## src/rtl/button_debounce.sv

```systemverilog
// Two-flop synchronizer and debouncer for the board push button, with press/release/long-press
// pulses and a wrapping press counter. Long-press logic is built only when BUTTON_LONG_PRESS_EN is defined.
module button_debounce #(
  parameter int unsigned DEBOUNCE_CYCLES = 160000,
  parameter int unsigned LONG_CYCLES     = 16000000,
  parameter bit          ACTIVE_LOW      = 1'b1
) (
  input  logic       clk,
  input  logic       rst,
  input  logic       WF_BUTTON,
  output logic       btn_level,
  output logic       btn_press,
  output logic       btn_release,
  output logic       btn_long,
  output logic [7:0] press_count
);

  localparam int unsigned DbW = $clog2(DEBOUNCE_CYCLES + 1);
  localparam logic [DbW-1:0] DbMax = DbW'(DEBOUNCE_CYCLES - 1);
  // Pin value seen while the button is not pressed.
  localparam logic RelPin = ACTIVE_LOW;

  if (DEBOUNCE_CYCLES < 1) begin : g_bad_debounce
    $error("DEBOUNCE_CYCLES must be >= 1");
  end
  if (LONG_CYCLES < 1) begin : g_bad_long
    $error("LONG_CYCLES must be >= 1");
  end

`ifdef BUTTON_LONG_PRESS_EN
  localparam int unsigned HoldW = $clog2(LONG_CYCLES + 1);
  localparam logic [HoldW-1:0] HoldMax = HoldW'(LONG_CYCLES - 1);

  typedef enum logic [1:0] {
    StReleased,
    StPressed,
    StHeldLong
  } state_e;

  logic [HoldW-1:0] hold_q, hold_d;
`else
  typedef enum logic [1:0] {
    StReleased,
    StPressed
  } state_e;
`endif

  state_e         state_q, state_d;
  logic           sync1_q, sync2_q;
  logic           sync;
  logic [DbW-1:0] db_cnt_q, db_cnt_d;
  logic           level_q, level_d;
  logic           press_q, press_d;
  logic           release_q, release_d;
  logic           long_q, long_d;
  logic [7:0]     count_q, count_d;
  logic           mismatch, db_hit, rise, fall;

  assign sync = ACTIVE_LOW ? ~sync2_q : sync2_q;

  always_comb begin
    mismatch = (sync != level_q);
    db_hit   = mismatch && (db_cnt_q == DbMax);
    db_cnt_d = (!mismatch || db_hit) ? '0 : db_cnt_q + 1'b1;
    level_d  = db_hit ? ~level_q : level_q;
    rise     = db_hit && !level_q;
    fall     = db_hit && level_q;
  end

  always_comb begin
    state_d   = state_q;
    press_d   = 1'b0;
    release_d = 1'b0;
    long_d    = 1'b0;
    count_d   = count_q;
`ifdef BUTTON_LONG_PRESS_EN
    hold_d    = hold_q;
`endif
    unique case (state_q)
      StReleased: begin
        if (rise) begin
          state_d = StPressed;
          press_d = 1'b1;
          count_d = count_q + 8'd1;
`ifdef BUTTON_LONG_PRESS_EN
          hold_d  = '0;
`endif
        end
      end
      StPressed: begin
        // A fall takes priority over a hold expiry on the same edge.
        if (fall) begin
          state_d   = StReleased;
          release_d = 1'b1;
        end
`ifdef BUTTON_LONG_PRESS_EN
        else begin
          hold_d = hold_q + 1'b1;
          if (hold_q == HoldMax) begin
            long_d  = 1'b1;
            state_d = StHeldLong;
          end
        end
      end
      StHeldLong: begin
        if (fall) begin
          state_d   = StReleased;
          release_d = 1'b1;
        end
`endif
      end
      default: state_d = StReleased;
    endcase
  end

  always_ff @(posedge clk) begin
    if (rst) begin
      sync1_q   <= RelPin;
      sync2_q   <= RelPin;
      db_cnt_q  <= '0;
      level_q   <= 1'b0;
      state_q   <= StReleased;
      press_q   <= 1'b0;
      release_q <= 1'b0;
      long_q    <= 1'b0;
      count_q   <= 8'd0;
`ifdef BUTTON_LONG_PRESS_EN
      hold_q    <= '0;
`endif
    end else begin
      sync1_q   <= WF_BUTTON;
      sync2_q   <= sync1_q;
      db_cnt_q  <= db_cnt_d;
      level_q   <= level_d;
      state_q   <= state_d;
      press_q   <= press_d;
      release_q <= release_d;
      long_q    <= long_d;
      count_q   <= count_d;
`ifdef BUTTON_LONG_PRESS_EN
      hold_q    <= hold_d;
`endif
    end
  end

  assign btn_level   = level_q;
  assign btn_press   = press_q;
  assign btn_release = release_q;
  assign btn_long    = long_q;
  assign press_count = count_q;

endmodule

```

## config.mk

```make
export PLATFORM = sky130hd
export DESIGN_NAME = button_debounce
export DESIGN_NICKNAME = d
export VERILOG_FILES = /design/src/rtl/button_debounce.sv
export SDC_FILE = /design/constraint.sdc
export NUM_CORES = 1
export LEC_CHECK = 0
export ABC_AREA = 1
export ABC_CLOCK_PERIOD_IN_PS = 2100
export CAP_MARGIN = 20
export CELL_PAD_IN_SITES_DETAIL_PLACEMENT = 1
export CELL_PAD_IN_SITES_GLOBAL_PLACEMENT = 1
export CORE_MARGIN = 2
export CORE_UTILIZATION = 41
export CTS_CLUSTER_DIAMETER = 80
export DETAILED_ROUTE_END_ITERATION = 16
export GPL_TIMING_DRIVEN = 0
export PLACE_DENSITY = 0.79
export SETUP_SLACK_MARGIN = 0.1
export SYNTH_ARGS = -nofsm -noshare
export SYNTH_HDL_FRONTEND = slang
export SYNTH_SLANG_ARGS = --single-unit
```

## constraint.sdc

```tcl
create_clock -name clk -period 2.1 [get_ports clk]
set_clock_uncertainty 0.2 [all_clocks]
set_input_delay 0.42 -clock clk [delete_from_list [all_inputs] [get_ports clk]]
set_output_delay 0.42 -clock clk [all_outputs]
set_load 0.05 [all_outputs]
```

==> reports/summary.md <==
Switching power share of the total: 0.207. The worst hold path belongs to the class reg -> reg. The tools report the type of element launching the critical path as a flip-flop. Measured along the y axis, the die boundary spans 67.3 um. The HPWL after detailed placement is 2.66 mm.

The distinct cell type count of the synthesized netlist is 32. For this design the static power due to leakage is 0.830 nW. The run gives 284 as the non-filler instance count after layout. The tools report the fraction of power consumed by sequential logic as 0.499. The number of violations of the max-capacitance limit was 0; the via count of the first global-routing pass was 1401. The tools report the final-report hold violation count as 0. The library cells used most frequently in the layout, excluding fill and tap cells, are sky130_fd_sc_hd__nand2_1 (43), sky130_fd_sc_hd__nor2_1 (34), sky130_fd_sc_hd__dfxtp_1 (31).

The logs give 0.664 for the tightest slew margin relative to the limit and 0.438 for the starting density of the core. The repair_antennas step left the layout with diodes totalling 0. The worst path in the final design needs a cycle of 1.87 ns, including I/O delays and setup.

Across all register-to-register paths, the minimum setup slack is 0.30 ns. The placed cell count is 276, and the average size of a mapped cell is 7.63 sq um. The number of nets handed over by synthesis was 220. The logic depth of the worst path, buffers included came out at 1. The final number of max-transition violations was 0. The worst register-to-register path has a depth of 8. Data on the critical path is required at its endpoint by 1.48 ns. In this run the worst setup path begins at press_count[0]$_SDFFE_PP0P_. The run gives 0.29 ns as the source-to-sink clock delay at the later pin of the worst-skew pair.

The number of clock buffers added by TritonCTS is 5. The count of unresolved DRC violations after routing was 0; the switching power summed over all nets was 0.253 mW. The core region is 3740 sq um. The logs give 1.25 ns for the data arrival time of the critical path and 6.49 mm for the wire length of the first global-routing pass. Static timing analysis puts the maximum clock frequency at 534 MHz. The run finished with clean final reports. Post-detailed-route via-to-cell ratio: 4.95.

Dividing total power by cell area gives a power density of 632 nW/um^2. The cell depth of the worst min-delay path is 1. The category of cells accounting for the largest share of critical-path delay was buffers and inverters.

The I/O pin count came out at 15. Reg-to-reg endpoint: press_count[5]$_SDFFE_PP0P_. The run gives 0 ns as the sum of negative setup slack. Measured along the x axis, the die boundary spans 67.3 um. The startpoint identified for the worst hold timing path is sync1_q$_SDFF_PP1_. For the initial DRC count, the log shows 64. After global routing the overflow that remains totals 0. The signal on the critical path passes through dlygate4sd2_1. Relative to the synthesized area, the layout overhead comes to 18.0%.

The area fraction in and, or, nand and nor cells after synthesis came out at 0.420. The xor and xnor area share after synthesis was 0.0534; the part of the cycle the worst path needs was 0.891. Fraction of synthesized area in multiplexers: 0. In this run the worst path has a maximum fanout of 5. The power share of the combinational group was 0.020. The overall routing resource usage was 0.191; the initial antenna violation count was 0. Internal power comes to 0.969 mW. In this design, the stage delay of the slowest critical-path cell is 0.55 ns. After synthesis the netlist holds a flip-flop and latch count of 32.

Setup violations remaining at the end of the flow were counted as 0. The cell chosen for the clock root was sky130_fd_sc_hd__clkbuf_8. Once the clock tree was built, the setup fixing pass inserted 0 buffers. The final layout contains routed wiring with a total length of 3.63 mm. The fraction of layout cells with a size suffix above 1 was 0.161; the number of sinks on the clock net was 32.

Dividing the detail-routed wire length by the instance count gives 12.8 um. Detailed routing inserted a total of 1405 vias. For the count of antenna-violating nets left after detailed routing, the log shows 0. Setup repair after global routing left no endpoint under its margin. Row generation in the floorplan step produced 22 rows. The buffers plus inverters on the worst setup path was 1; the synthesized-area fraction occupied by adder cells was 0.0153. For the CTS H-tree depth, the log shows 2. The weighted congestion at the end of routability-driven global placement is 0.750, and the clock network fraction of total power is 0.480. The type of the setup path with the least slack was reg -> out. Clock-pin slew was measured on the worst setup and hold paths at 0.07 ns. The complex-gate fraction of the synthesized area was 0.0526. Across the VDD grid, the largest voltage drop is 0.461 mV.

TritonCTS built the clock tree. Buffers placed on the I/O ports in this run total 13. Most common cell after layout, fill and taps aside: sky130_fd_sc_hd__nand2_1. The critical-path cell with the highest stage delay is sky130_fd_sc_hd__dlygate4sd2_1. Post-synthesis sequential area ratio: 0.391. The tools report the maximum clock insertion buffer count as 2. The worst register-to-register path begins at db_cnt_q[0]$_SDFF_PP0_.

STA classifies the critical path endpoint as an output pin. The die covers 4520 sq um. Endpoint of the worst hold path: sync2_q$_SDFF_PP1_. The cell area that synthesis handed to floorplanning was 1640 sq um.

The logs give 240 for the number of nets in the layout and 11 for the pin count of the biggest net entering global routing. For the pin with the worst max-slew slack, the measured transition is 0.507 ns. For this run, the number of Yosys warnings is 0. After filler insertion, the fill cell instance count of the layout stands at 495. After synthesis, the largest family of logic cells by area is simple AND/OR/NAND/NOR gates. The gate count of the mapped netlist is 215, and the count of TritonRoute iterations in the first routing pass is 4.
## Yosys cell counts, drive strengths merged
cell / instances / area share
nand2: 45 / 0.11
nor2: 42 / 0.13
dfxtp: 32 / 0.39
inv: 24 / 0.055
nand3: 16 / 0.075
a21oi: 13 / 0.042
nand4: 8 / 0.040
nor3: 8 / 0.038
xor2: 7 / 0.037
xnor2: 3 / 0.016
buf: 2 / 0.0092
ha: 2 / 0.015
nand3b: 2 / 0.011
nor4: 2 / 0.0076
o21ai: 2 / 0.0061
or2: 2 / 0.0076
a21boi: 1 / 0.0046
and3: 1 / 0.0038
clkbuf: 1 / 0.0023
conb: 1 / 0.0023
nor3b: 1 / 0.0046
## cells by family after synthesis
group | after synthesis
other | 1
buffers and inverters | 27
adders and majority gates | 2
DFF | 32
and+or+nand+nor | 127
AOI/OAI and AO/OA | 16
xor gates and xnor gates | 10
## sequential cells by signal, summed over array words and instances, names as in the netlist
register,flops
press_count,8
sync2_q,1
btn_level,1
btn_release,1
state_q,1
db_cnt_q,18
btn_press,1
sync1_q,1
## power groups by stage
stage                     combinational [mW]  sequential, mW  clock, mW
after floorplan                       0.0164           0.624          0
after global placement                0.0240           0.624          0
after detailed placement              0.0244           0.624          0
after CTS                             0.0245           0.610      0.596
after global routing                  0.0280           0.610      0.631
final                                 0.0251           0.611      0.587
## layer usage
| metal | part of all wire | track usage |
|---|---|---|
| met1 | 0.51 | 0.253 |
| met2 | 0.45 | 0.303 |
| met3 | 0.029 | 0.0500 |
| met4 | 0.015 | 0.0612 |
| met5 | 0 | 0 |
## how the worst max path moves through the flow
stage	endpoint	slack, ns
after floorplan	press_count[6]$_SDFFE_PP0P_	0.22
after global placement	db_cnt_q[14]$_SDFF_PP0_	0.17
after detailed placement	db_cnt_q[14]$_SDFF_PP0_	0.15
after CTS	db_cnt_q[3]$_SDFF_PP0_	0.14
after global routing	press_count[5]$_SDFFE_PP0P_	0.13
final	press_count[0]	0.23
## layout make-up
cell class / count / area [sq um] / share of cell area
buffer: 3 / 18.8 / 0.00970
tap: 48 / 60.1 / 0.0310
clock buffer: 6 / 72.6 / 0.0375
timing repair buffer: 13 / 116 / 0.0601
sequential: 32 / 642 / 0.332
inverter: 24 / 90.1 / 0.0465
clock inverter: 2 / 35.0 / 0.0181
multi-input combinational: 156 / 901 / 0.465
## stage by stage
stage	util	total power [mW]	hold WS, ns	instance area, sq um	worst slack, ns
6_report	0.517	1.22	0.226	1940	0.228
5_1_grt	0.517	1.27	0.238	1940	0.132
4_1_cts	0.514	1.23	0.232	1920	0.139
3_5_place_dp	0.489	0.649	0.216	1830	0.145
3_3_place_gp	0.489	0.648	0.192	1830	0.172
2_1_floorplan	-	0.640	0.189	1640	0.219
## repair_timing
item,in CTS,in global routing
resized for setup,11,3
hold buffers,0,0
pin swaps,0,0
gates cloned,0,0
setup endpoints to repair,11,14
No activity file was read; power rests on OpenSTA's default activity.
